`src/rtl/kernel_write_divider_pipe_if.sv`:
```
// Bundles the request and result handshakes of kernel_write_divider_pipe.
//   master : host side (drives request, drives o_ready, observes result)
//   slave  : divider side (accepts request, presents result)
// Request  : i_valid, i_ready, dividend, divisor, i_data
// Result   : o_valid, o_ready, quotient, remainder, o_data, o_ovf
//            and o_div_zero when KWD_DIV_ZERO_FLAG_EN is defined.
// DATA_WIDTH=0 still carries 1-bit data nets; the divider ties o_data to 0.
interface kernel_write_divider_pipe_if #(
  parameter int unsigned DIVIDEND_WIDTH = 20,
  parameter int unsigned DIVISOR_WIDTH  = 10,
  parameter int unsigned QUOTIENT_WIDTH = 10,
  parameter int unsigned DATA_WIDTH     = 16
);
  localparam int unsigned DW = (DATA_WIDTH > 0) ? DATA_WIDTH : 1;

  logic                      i_valid;
  logic                      i_ready;
  logic [DIVIDEND_WIDTH-1:0] dividend;
  logic [DIVISOR_WIDTH-1:0]  divisor;
  logic [DW-1:0]             i_data;
  logic                      o_valid;
  logic                      o_ready;
  logic [QUOTIENT_WIDTH-1:0] quotient;
  logic [DIVISOR_WIDTH-1:0]  remainder;
  logic [DW-1:0]             o_data;
  logic                      o_ovf;
`ifdef KWD_DIV_ZERO_FLAG_EN
  logic                      o_div_zero;
`endif

  modport master (
    output i_valid, dividend, divisor, i_data, o_ready,
    input  i_ready, o_valid, quotient, remainder, o_data, o_ovf
`ifdef KWD_DIV_ZERO_FLAG_EN
    , input o_div_zero
`endif
  );

  modport slave (
    input  i_valid, dividend, divisor, i_data, o_ready,
    output i_ready, o_valid, quotient, remainder, o_data, o_ovf
`ifdef KWD_DIV_ZERO_FLAG_EN
    , output o_div_zero
`endif
  );
endinterface

```
`src/rtl/kernel_write_divider_pipe.sv`:
```
// Pipelined restoring divider: splits a flat kernel-write address (dividend) into
// (row = quotient, offset = remainder) for a runtime kernel depth (divisor).
// Stage 0 registers operands and the overflow check; stages 1..QUOTIENT_WIDTH each
// resolve one quotient bit, MSB first. Latency QUOTIENT_WIDTH+1, one result per cycle.
// Ports:
//   clk   : clock
//   rst_n : asynchronous active-low reset (clears valid bits only)
//   bus   : kernel_write_divider_pipe_if.slave (request/result handshakes)
// Optional feature: define KWD_DIV_ZERO_FLAG_EN to add o_div_zero (divisor==0 flag).
// Overflow (quotient would not fit, incl. divisor==0) yields quotient all-ones,
// remainder 0 and o_ovf=1.
module kernel_write_divider_pipe #(
  parameter int unsigned DIVIDEND_WIDTH = 20,
  parameter int unsigned DIVISOR_WIDTH  = 10,
  parameter int unsigned QUOTIENT_WIDTH = 10,
  parameter int unsigned DATA_WIDTH     = 16
) (
  input logic                         clk,
  input logic                         rst_n,
  kernel_write_divider_pipe_if.slave  bus
);
  localparam int unsigned Q  = QUOTIENT_WIDTH;
  localparam int unsigned DW = (DATA_WIDTH > 0) ? DATA_WIDTH : 1;
  // Trial subtraction width: holds the dividend and the largest shifted divisor plus a sign.
  localparam int unsigned TW = ((DIVIDEND_WIDTH > DIVISOR_WIDTH + Q - 1) ?
                                DIVIDEND_WIDTH : DIVISOR_WIDTH + Q - 1) + 1;
  localparam int unsigned CW = (DIVIDEND_WIDTH > DIVISOR_WIDTH) ? DIVIDEND_WIDTH : DIVISOR_WIDTH;

  logic                      adv;
  logic [Q:0]                valid_q;
  logic [DIVIDEND_WIDTH-1:0] rem_q  [Q+1];
  logic [DIVISOR_WIDTH-1:0]  div_q  [Q+1];
  logic [Q-1:0]              quo_q  [Q+1];
  logic [DW-1:0]             data_q [Q+1];
  logic [Q:0]                ovf_q;
`ifdef KWD_DIV_ZERO_FLAG_EN
  logic [Q:0]                dz_q;
`endif

  logic [DIVIDEND_WIDTH-1:0] rem_d [1:Q];
  logic [Q-1:0]              quo_d [1:Q];
  logic [TW-1:0]             trial;
  logic                      ovf_in;

  // Whole pipe moves together; bubbles are kept, so stalling depends only on the last stage.
  assign adv         = ~valid_q[Q] | bus.o_ready;
  assign bus.i_ready = adv;

  assign ovf_in = CW'(bus.dividend >> Q) >= CW'(bus.divisor);

  always_comb begin
    trial = '0;
    for (int k = 1; k <= int'(Q); k++) begin
      rem_d[k] = rem_q[k-1];
      quo_d[k] = quo_q[k-1];
      trial    = TW'(rem_q[k-1]) - (TW'(div_q[k-1]) << (int'(Q) - k));
      if (!trial[TW-1]) begin
        rem_d[k]            = trial[DIVIDEND_WIDTH-1:0];
        quo_d[k][int'(Q)-k] = 1'b1;
      end
    end
  end

  always_ff @(posedge clk or negedge rst_n) begin
    if (!rst_n) begin
      valid_q <= '0;
    end else if (adv) begin
      valid_q <= {valid_q[Q-1:0], bus.i_valid};
    end
  end

  // Payload registers carry no reset; they are qualified by valid_q.
  always_ff @(posedge clk) begin
    if (adv) begin
      rem_q[0]  <= bus.dividend;
      div_q[0]  <= bus.divisor;
      quo_q[0]  <= '0;
      data_q[0] <= bus.i_data;
      ovf_q[0]  <= ovf_in;
`ifdef KWD_DIV_ZERO_FLAG_EN
      dz_q[0]   <= (bus.divisor == '0);
`endif
      for (int k = 1; k <= int'(Q); k++) begin
        rem_q[k]  <= rem_d[k];
        div_q[k]  <= div_q[k-1];
        quo_q[k]  <= quo_d[k];
        data_q[k] <= data_q[k-1];
        ovf_q[k]  <= ovf_q[k-1];
`ifdef KWD_DIV_ZERO_FLAG_EN
        dz_q[k]   <= dz_q[k-1];
`endif
      end
    end
  end

  assign bus.o_valid   = valid_q[Q];
  assign bus.o_ovf     = valid_q[Q] & ovf_q[Q];
  assign bus.quotient  = ovf_q[Q] ? '1 : quo_q[Q];
  assign bus.remainder = ovf_q[Q] ? '0 : rem_q[Q][DIVISOR_WIDTH-1:0];
`ifdef KWD_DIV_ZERO_FLAG_EN
  assign bus.o_div_zero = valid_q[Q] & dz_q[Q];
`endif

  if (DATA_WIDTH > 0) begin : g_data
    assign bus.o_data = data_q[Q];
  end else begin : g_no_data
    assign bus.o_data = '0;
  end
endmodule

```
`src/flat_wrapper.sv`:
```
// flat-port wrapper written by rule: the top's interface ports become plain ports
module kernel_write_divider_pipe_flat 
#(
  parameter int unsigned DIVIDEND_WIDTH = 20,
  parameter int unsigned DIVISOR_WIDTH  = 10,
  parameter int unsigned QUOTIENT_WIDTH = 10,
  parameter int unsigned DATA_WIDTH     = 16
)
  (clk, rst_n, bus_i_valid, bus_dividend, bus_divisor, bus_i_data, bus_o_ready, bus_i_ready, bus_o_valid, bus_quotient, bus_remainder, bus_o_data, bus_o_ovf);
  kernel_write_divider_pipe_if #(.DIVIDEND_WIDTH(DIVIDEND_WIDTH), .DIVISOR_WIDTH(DIVISOR_WIDTH), .QUOTIENT_WIDTH(QUOTIENT_WIDTH), .DATA_WIDTH(DATA_WIDTH)) bus_i ();
  input logic clk;
  input logic rst_n;
  input wire logic [$bits(bus_i.i_valid)-1:0] bus_i_valid;
  input wire logic [$bits(bus_i.dividend)-1:0] bus_dividend;
  input wire logic [$bits(bus_i.divisor)-1:0] bus_divisor;
  input wire logic [$bits(bus_i.i_data)-1:0] bus_i_data;
  input wire logic [$bits(bus_i.o_ready)-1:0] bus_o_ready;
  output wire logic [$bits(bus_i.i_ready)-1:0] bus_i_ready;
  output wire logic [$bits(bus_i.o_valid)-1:0] bus_o_valid;
  output wire logic [$bits(bus_i.quotient)-1:0] bus_quotient;
  output wire logic [$bits(bus_i.remainder)-1:0] bus_remainder;
  output wire logic [$bits(bus_i.o_data)-1:0] bus_o_data;
  output wire logic [$bits(bus_i.o_ovf)-1:0] bus_o_ovf;
  assign bus_i.i_valid = bus_i_valid;
  assign bus_i.dividend = bus_dividend;
  assign bus_i.divisor = bus_divisor;
  assign bus_i.i_data = bus_i_data;
  assign bus_i.o_ready = bus_o_ready;
  assign bus_i_ready = bus_i.i_ready;
  assign bus_o_valid = bus_i.o_valid;
  assign bus_quotient = bus_i.quotient;
  assign bus_remainder = bus_i.remainder;
  assign bus_o_data = bus_i.o_data;
  assign bus_o_ovf = bus_i.o_ovf;
  kernel_write_divider_pipe #(.DIVIDEND_WIDTH(DIVIDEND_WIDTH), .DIVISOR_WIDTH(DIVISOR_WIDTH), .QUOTIENT_WIDTH(QUOTIENT_WIDTH), .DATA_WIDTH(DATA_WIDTH)) u_core (.clk(clk), .rst_n(rst_n), .bus(bus_i));
endmodule
```
`config.mk`:
```
export PLATFORM = sky130hd
export DESIGN_NAME = kernel_write_divider_pipe_flat
export DESIGN_NICKNAME = d
export VERILOG_FILES = /design/src/rtl/kernel_write_divider_pipe_if.sv /design/src/rtl/kernel_write_divider_pipe.sv /design/src/flat_wrapper.sv
export SDC_FILE = /design/constraint.sdc
export NUM_CORES = 1
export LEC_CHECK = 0
export CORE_ASPECT_RATIO = 0.6
export CORE_MARGIN = 2
export CORE_UTILIZATION = 55
export CTS_CLUSTER_SIZE = 10
export DETAILED_ROUTE_END_ITERATION = 8
export PLACE_DENSITY_LB_ADDON = 0.2
export REMOVE_ABC_BUFFERS = 1
export SLEW_MARGIN = 20
export SYNTH_ARGS = -nofsm -noshare
export SYNTH_HDL_FRONTEND = slang
export SYNTH_SLANG_ARGS = --single-unit
```
`constraint.sdc`:
```
create_clock -name clk -period 68.2 [get_ports clk]
set_input_delay 13.64 -clock clk [delete_from_list [all_inputs] [get_ports clk]]
set_output_delay 13.64 -clock clk [all_outputs]
set_load 0.05 [all_outputs]
```
* Word-level counts from Yosys, hierarchy flattened
Memories as Yosys holds them, arrays and structs flattened.
Cells that the tools add are included.
** Storage, ports and cells
- Register bits after elaboration :: 22
- RAM bits :: 616
- Input bits :: 50
- Output and inout port bits :: 39
- Logic and storage cells :: 44
- Memories kept :: 4
** Memory list
- u_core.rem_q :: depth 11, bits a word 20, read ports 11, clocked after Yosys merged registers in 0, write ports 11, line kernel_write_divider_pipe.sv:31 : logic [DIVIDEND_WIDTH-1:0] rem_q [Q+1];
- u_core.data_q :: depth 11, bits a word 16, read ports 11, clocked after Yosys merged registers in 0, write ports 11, line kernel_write_divider_pipe.sv:34 : logic [DW-1:0] data_q [Q+1];
- u_core.div_q :: depth 11, bits a word 10, read ports 10, clocked after Yosys merged registers in 0, write ports 11, line kernel_write_divider_pipe.sv:32 : logic [DIVISOR_WIDTH-1:0] div_q [Q+1];
- u_core.quo_q :: depth 11, bits a word 10, read ports 11, clocked after Yosys merged registers in 0, write ports 11, line kernel_write_divider_pipe.sv:33 : logic [Q-1:0] quo_q [Q+1];
** Operators by class
- Add/subtract/negate cells :: 10
- Order comparisons :: 1
- Muxes and demuxes :: 24
- Bitwise logic cells :: 3
** Operators by type and width (count)
- $mux W20 :: 10
- $sub A20 B10 Y21 :: 1
- $sub A20 B11 Y21 :: 1
- $sub A20 B12 Y21 :: 1
- $sub A20 B13 Y21 :: 1
- $sub A20 B14 Y21 :: 1
- $sub A20 B15 Y21 :: 1
- $sub A20 B16 Y21 :: 1
- $sub A20 B17 Y21 :: 1
- $sub A20 B18 Y21 :: 1
- $sub A20 B19 Y21 :: 1
- $mux W10 :: 2
- $mux W1 :: 12
- $ge A10 B10 Y1 :: 1
- $and A1 B1 Y1 :: 1
- $not A1 Y1 :: 1
- $or A1 B1 Y1 :: 1

* Longest topological paths before layout
Gate-level depths: netlist (run 1).
- Depth after elaboration :: 4
- Depth in mapped cells :: 12
- Mapped depth without buffers :: 11

* Worst setup path after synthesis (run 1)
Ideal clock, no wire load.
- Path kind :: in2out
- Start point :: input bus_o_ready
- End point :: output bus_i_ready
- Arrival :: 29.224 ns
- Data required time :: 54.560 ns
- Slack :: 25.336 ns
- Stages :: 2
- Buffers on the path :: 1
- Cell sequence :: nand2b_1 > buf_1
** Between the ends
- Word-level cells in the longest chain between the ends :: 1
** Ends and longest elaborated chain
- from (decl) :: line flat_wrapper.sv:17 : input wire logic [$bits(bus_i.o_ready)-1:0] bus_o_ready;
- $or A1 B1 Y1 :: line kernel_write_divider_pipe.sv:46 : assign adv = ~valid_q[Q] | bus.o_ready;
- to (decl) :: line flat_wrapper.sv:18 : output wire logic [$bits(bus_i.i_ready)-1:0] bus_i_ready;
Every way passes these cells.

* Final worst setup path (run 1)
Same ends and word-level chain as after synthesis.

==> flow_summary_export.csv, run 1 <==
group,metric,value,unit
status,status,"complete, no violations",
power,internal-power,1.006,mW
worst_setup_path,slowest_stage,"clkdlybuf4s50_1",
global_route,antenna_found_initial,0,
power,ir_worst_vdd,29.99,uV
worst_setup_path,crit_arrival,15.48,ns
place,dp_hpwl,24090,microns
routing,drt_iter0_markers,906,
global_route,gr-total-overflow,0,
timing,rsz0062_at_grt,"false",
cts,postCtsSetupBuffers,0,
place,io_buffer_count,88,
routing,wl,35960,microns
cts,clockRootBuffer,"clkbuf_16",
yosys,synth.area.top_cells,"edfxtp_1 (69%), ha_1 (5.8%), inv_1 (2.2%)",
min_path,hold_start,"u_core.rem_q[3][0]",
yosys,synth_seq_cells,563,
worst_setup_path,cp_top_family,"buffers and inverters",
routing,drcViolationCount,0,
timing,hold_violations,0,
cts,clk_latency,0.58,ns
power,switching_share,32.92,%
routing,avgViaCountPerCell,5.346,
power,power_frac_comb,35.8,%
yosys,avgSynthCellArea,15.09,sq um
cts,cts.htree.levels,3,
final_layout,antenna_cells,0,
worst_setup_path,rrSetupSlack,63.93,ns
worst_setup_path,cp_slowest_stage_delay,0.91,ns
routing,avgRoutedWirePerCell,15.45,microns
timing,drv_slew,0,
min_path,holdPathEnd,"u_core.rem_q[4][0]",
timing,period_minus_slack,29.12,ns
floorplanning,pin_count,89,
timing,tightest_slew,1.017,ns
power,seqPwrFrac,43.7,%
yosys,post_synth_num_cell_types,73,
worst_setup_path,critPathMostFrequentCell,"clkdlybuf4s50_1",
routing,vias,12439,
routing,dr.pass1.iters,8,
worst_setup_path,worstReg2RegEnd,"u_core.ovf_q[7]",
routing,ant_nets,0,
floorplanning,initial_core_util,55.41,%
timing,slew_headroom,32.19,%
power,p_per_area,54.83,mW/mm^2
yosys,syn-cell-area,0.02389,sq mm
yosys,yosys_warnings,0,
worst_setup_path,startpoint_type,"input port",
yosys,synth_top_flop_cell,"edfxtp_1",
final_layout,drive_gt1_share,9.497,%
final_layout,syn_to_final_growth,14.50,%
worst_setup_path,r2r-start,"u_core.valid_q[10]",
timing,max_freq,34.34,MHz
worst_setup_path,reg2reg_depth,5,
global_route,grt_max_degree,80,
place,dp_slack,39.10,ns
timing,hold_slack,0.4006,ns
worst_setup_path,worstPathCellList,"clkdlybuf4s50_1 -> nand2b_4 -> clkdlybuf4s50_1",
yosys,synth-edff-count,552,
yosys,synth_cells,1583,
cts,clkSlewWorstSetupHoldPaths,0.05,ns
yosys,synth.most_common_cell,"edfxtp_1",
cts,postCtsHoldBufs,0,
floorplanning,die_x,273.1,microns
worst_setup_path,cp.required,54.56,ns
place,gp_congestion,0.8833,
yosys,asyncSetResetFlopFracSynth,1.954,%
floorplanning,core_area,0.04311,sq mm
min_path,hold_path_depth,0,
cts,clock_path_buffers,3,
final_layout,final_area,0.02735,sq mm
power,clkPwrFrac,20.6,%
global_route,grt_pass1_vias,12366,
worst_setup_path,crit_path_max_fanout,31,
yosys,ys_seq_area_share,70.54,%
cts,cts_tree,"yes",
worst_setup_path,crit_buf_inv,2,
final_layout,nets,1904,
global_route,track_usage,16.31,%
min_path,hp-class,"flop to flop",
floorplanning,rows,59,
yosys,yosysTopAreaCell,"edfxtp_1",
cts,cts_sinks,563,
floorplanning,die_h,165.4,microns
worst_setup_path,criticalPathCategory,"input port to output pin",
yosys,synthDominantCellAreaShare,69.39,%
global_route,grt_pass1_wl,59280,microns
timing,skew,0.02033,ns
power,p_leak,10.37,nW
place,placed_area,0.02550,sq mm
cts,cts_resized,0,
power,p_sw,493.7,uW
timing,layout_setup_ws,39.08,ns
worst_setup_path,cp-end-kind,"output pin",
floorplanning,dieArea,0.04517,sq mm
timing,setup_viol,0,
cts,tritoncts.num_buffers,66,
run,maxCapViolCount,0,
yosys,synth_common_cells,"edfxtp_1 (552), inv_1 (140), ha_1 (110)",
timing,setup_tns,0,ns
timing,post-route-period-util,42.69,%
## state kept, by name, summed over array words and instances, names as in the netlist
| signal | cells |
|---|---|
| u_core.rem_q | 210 |
| u_core.data_q | 176 |
| u_core.div_q | 100 |
| u_core.quo_q | 55 |
| u_core.ovf_q | 11 |
| u_core.valid_q | 11 |
## through the flow
| step | total power [mW] | cells | util (%) |
|---|---|---|---|
| 2_1_floorplan | 1.114 | 1567 | - |
| 3_3_place_gp | 1.163 | 2245 | 59.14 |
| 3_5_place_dp | 1.193 | 2245 | 59.14 |
| 4_1_cts | 1.509 | 2327 | 63.45 |
| 5_1_grt | 1.600 | 2327 | 63.45 |
| 6_report | 1.500 | 2327 | 63.45 |
## power groups by stage
stage                     Sequential [mW]  Combinational, mW  Clock, mW
after floorplan                     0.705              0.409          0
after global placement              0.654              0.509          0
after detailed placement            0.662              0.532          0
after CTS                           0.656              0.536      0.318
after global routing                0.670              0.598      0.332
final                               0.655              0.537      0.308
## placed cells by master, fill, tap and decap left out, types with 45 or more instances in the layout
| cell type | synthesis | routed |
|---|---|---|
| edfxtp_1 | 552 | 552 |
| xnor2_1 | 55 | 55 |
| mux2_2 | 45 | 45 |
| nor2_1 | 102 | 102 |
| a21oi_1 | 76 | 76 |
| clkbuf_16 | 0 | 67 |
| ha_1 | 110 | 110 |
| nand2_1 | 66 | 66 |
| o21ai_0 | 56 | 56 |
| inv_1 | 140 | 140 |
| clkdlybuf4s50_1 | 0 | 88 |
## kinds of logic after synthesis
family	Yosys count	share of synthesized area, %
muxes	55	2.650
buffers and inverters	156	2.561
adders and majority gates	120	6.600
AOI/OAI and AO/OA	268	7.302
and+or+nand+nor	325	6.825
xor gates and xnor gates	96	3.520
DFF	563	70.54
## worst max-delay path by stage
stage / startpoint / to / depth (start not counted)
2_1_floorplan: bus_o_ready / bus_i_ready / 1
3_3_place_gp: bus_o_ready / bus_i_ready / 3
3_5_place_dp: bus_o_ready / bus_i_ready / 3
4_1_cts: bus_o_ready / bus_i_ready / 3
5_1_grt: bus_o_ready / bus_i_ready / 3
6_report: bus_o_ready / bus_i_ready / 3
## area by class of cell
| type | instances | area [sq um] |
|---|---|---|
| sequential | 563 | 16850 |
| fill | 3131 | 15760 |
| multi-input combinational | 864 | 6432 |
| clock buffer | 74 | 1703 |
| timing repair buffer | 99 | 963.4 |
| tap | 579 | 724.4 |
| inverter | 140 | 525.5 |
| clock inverter | 8 | 152.6 |
## metal layers
| metal | track usage, % | part of all wire [%] | vias up |
|---|---|---|---|
| li1 | - | - | 6180 |
| met1 | 21.49 | 46 | 5953 |
| met2 | 27.04 | 47 | 234 |
| met3 | 3.543 | 4.0 | 72 |
| met4 | 5.887 | 2.6 | 0 |
| met5 | 0 | 0 | - |
(Power assumes the default switching activity.)
==> run 2: changes to the inputs <==
==> constraint.sdc (replaced) <==
create_clock -name clk -period 23.4 [get_ports clk]
set_input_delay 4.68 -clock clk [delete_from_list [all_inputs] [get_ports clk]]
set_output_delay 4.68 -clock clk [all_outputs]
set_load 0.05 [all_outputs]
==> flow_summary_export.csv, run 2 (synthesized netlist as in run 1, its figures left out) <==
group,metric,value,unit
worst_setup_path,reg2reg_depth,4,
worst_setup_path,crit_path_max_fanout,19,
floorplanning,initial_core_util,55.41,%
cts,clkSlewWorstSetupHoldPaths,0.05,ns
routing,ant_nets,0,
floorplanning,core_area,0.04311,sq mm
final_layout,mostFrequentLayoutCells,"edfxtp_1 (552), inv_1 (140), ha_1 (110)",
routing,vias,12350,
timing,period_minus_slack,11.06,ns
global_route,grt_pass1_wl,58170,microns
final_layout,largest_reg_flops,210,
power,p_per_area,159.4,mW/mm^2
timing,max_freq,90.39,MHz
final_layout,top_regs,"u_core.rem_q (210), u_core.data_q (176), u_core.div_q (100)",
final_layout,syn_to_final_growth,14.56,%
floorplanning,die_x,273.1,microns
power,p_leak,10.37,nW
place,dp_slack,12.33,ns
cts,cts_sinks,563,
worst_setup_path,crit_buf_inv,2,
timing,drv_slew,0,
timing,setup_tns,0,ns
place,dp_hpwl,23530,microns
timing,post-route-period-util,47.28,%
final_layout,fin_cells,2326,
worst_setup_path,path_depth,3,
power,p_sw,1.441,mW
cts,clock_path_buffers,3,
global_route,antenna_found_initial,0,
run,maxCapViolCount,0,
floorplanning,die_h,165.4,microns
worst_setup_path,cp_slowest_stage_delay,0.88,ns
timing,tightest_slew,1.040,ns
worst_setup_path,rrSetupSlack,19.96,ns
floorplanning,rows,59,
floorplanning,dieArea,0.04517,sq mm
timing,slew_headroom,30.63,%
final_layout,drive_gt1_share,9.330,%
cts,tritoncts.num_buffers,66,
cts,cts.htree.levels,3,
global_route,grt_pass1_vias,12227,
timing,hold_violations,0,
cts,clockRootBuffer,"clkbuf_16",
place,dp.cells,2242,
routing,drcViolationCount,0,
routing,wl,35440,microns
worst_setup_path,crit_arrival,6.38,ns
routing,avgViaCountPerCell,5.310,
global_route,grt_max_degree,182,
worst_setup_path,critPathCapture,"bus_i_ready",
worst_setup_path,cp_top_family,"buffers and inverters",
timing,rsz0062_at_grt,"false",
routing,avgRoutedWirePerCell,15.24,microns
power,clkPwrFrac,20.4,%
worst_setup_path,r2r-start,"u_core.valid_q[10]",
place,io_buffer_count,88,
final_layout,nets,1901,
timing,setup_viol,0,
cts,cts_tree,"yes",
final_layout,largest_register,"u_core.rem_q",
final_layout,final_common_cell,"edfxtp_1",
worst_setup_path,critPathMostFrequentCell,"clkdlybuf4s50_1",
timing,layout_setup_ws,12.34,ns
routing,drt_iter0_markers,818,
worst_setup_path,slowest_stage,"clkdlybuf4s50_1",
timing,skew,0.02316,ns
worst_setup_path,worstReg2RegEnd,"u_core.rem_q[6][5]",
final_layout,antenna_cells,0,
place,gp_congestion,0.8794,
power,seqPwrFrac,43.7,%
worst_setup_path,crit_start,"bus_o_ready",
power,switching_share,33.04,%
floorplanning,pin_count,89,
worst_setup_path,cp-end-kind,"output pin",
cts,clk_latency,0.60,ns
power,ir_worst_vdd,92.32,uV
worst_setup_path,cp.required,18.72,ns
routing,dr.pass1.iters,5,
power,internal-power,2.920,mW
global_route,gr-total-overflow,0,
cts,postCtsSetupBuffers,0,
place,placed_area,0.02550,sq mm
cts,postCtsHoldBufs,0,
worst_setup_path,startpoint_type,"input port",
final_layout,final_area,0.02737,sq mm
worst_setup_path,criticalPathCategory,"input port to output pin",
worst_setup_path,worstPathCellList,"clkdlybuf4s50_1 -> nand2b_4 -> clkdlybuf4s50_1",
cts,cts_resized,0,
power,power_frac_comb,35.8,%
global_route,track_usage,16.03,%
status,status,"complete, no violations",
min_path,hp-class,"flop to flop",
[run 2: cell types whose count changed in the layout (fill, tap and decap cells not counted), sizes merged]
cell | previous run | this run
buf | 11 | 8
bufinv | 1 | 0
clkbuf | 74 | 75
clkinv | 5 | 8
inv | 142 | 141
[run 2: power by group through the flow]
stage               Sequential [mW]  Combinational [mW]  Clock, mW
global route                   1.95                1.74      0.959
global placement               1.91                1.48          0
detailed placement             1.93                1.55          0
floorplan                      2.05                1.19          0
CTS                            1.91                1.56      0.918
finish                         1.91                1.56      0.891
[run 2: area by class of cell]
type	instances	area, sq um
clock buffers	75	1685
fillers	3076	15750
flip-flops and latches	563	16850
well taps	579	724.4
inverters	140	525.5
clock inverters	9	181.4
repair buffers	96	965.9
multi-input cells	864	6432
[run 2: worst min path at each step]
stage,to,start,slack [ns],cells after the start
after global placement,u_core.data_q[4][14],u_core.data_q[3][14],0.40,0
after global routing,u_core.data_q[8][15],u_core.data_q[7][15],0.42,0
after detailed placement,u_core.data_q[10][4],u_core.data_q[9][4],0.40,0
final,u_core.rem_q[7][1],u_core.rem_q[6][1],0.41,0
after floorplan,u_core.data_q[10][0],u_core.data_q[9][0],0.40,0
after CTS,u_core.rem_q[7][1],u_core.rem_q[6][1],0.41,0
[run 2: worst register-to-register path: stages (launching register included)]
cell      delay (ns)
dfrtp_1         0.41
nand2b_4        0.31
buf_4           0.50
buf_12          0.75
buf_4           1.05
[run 2: routing by layer]
layer | share of wire (%) | vias up | track usage [%]
met4 | 2.8 | 0 | 6.309
met3 | 4.1 | 71 | 3.528
met2 | 47 | 250 | 26.70
met5 | 0 | - | 0
li1 | - | 6174 | -
met1 | 46 | 5855 | 20.80
[run 2: through the flow]
step	total power, mW	hold WS (ns)	utilization, %
detailed placement	3.478	0.4045	59.15
global placement	3.388	0.4001	59.15
floorplan	3.248	0.4003	-
finish	4.361	0.4067	63.48
CTS	4.390	0.4117	63.48
global route	4.654	0.4186	63.48
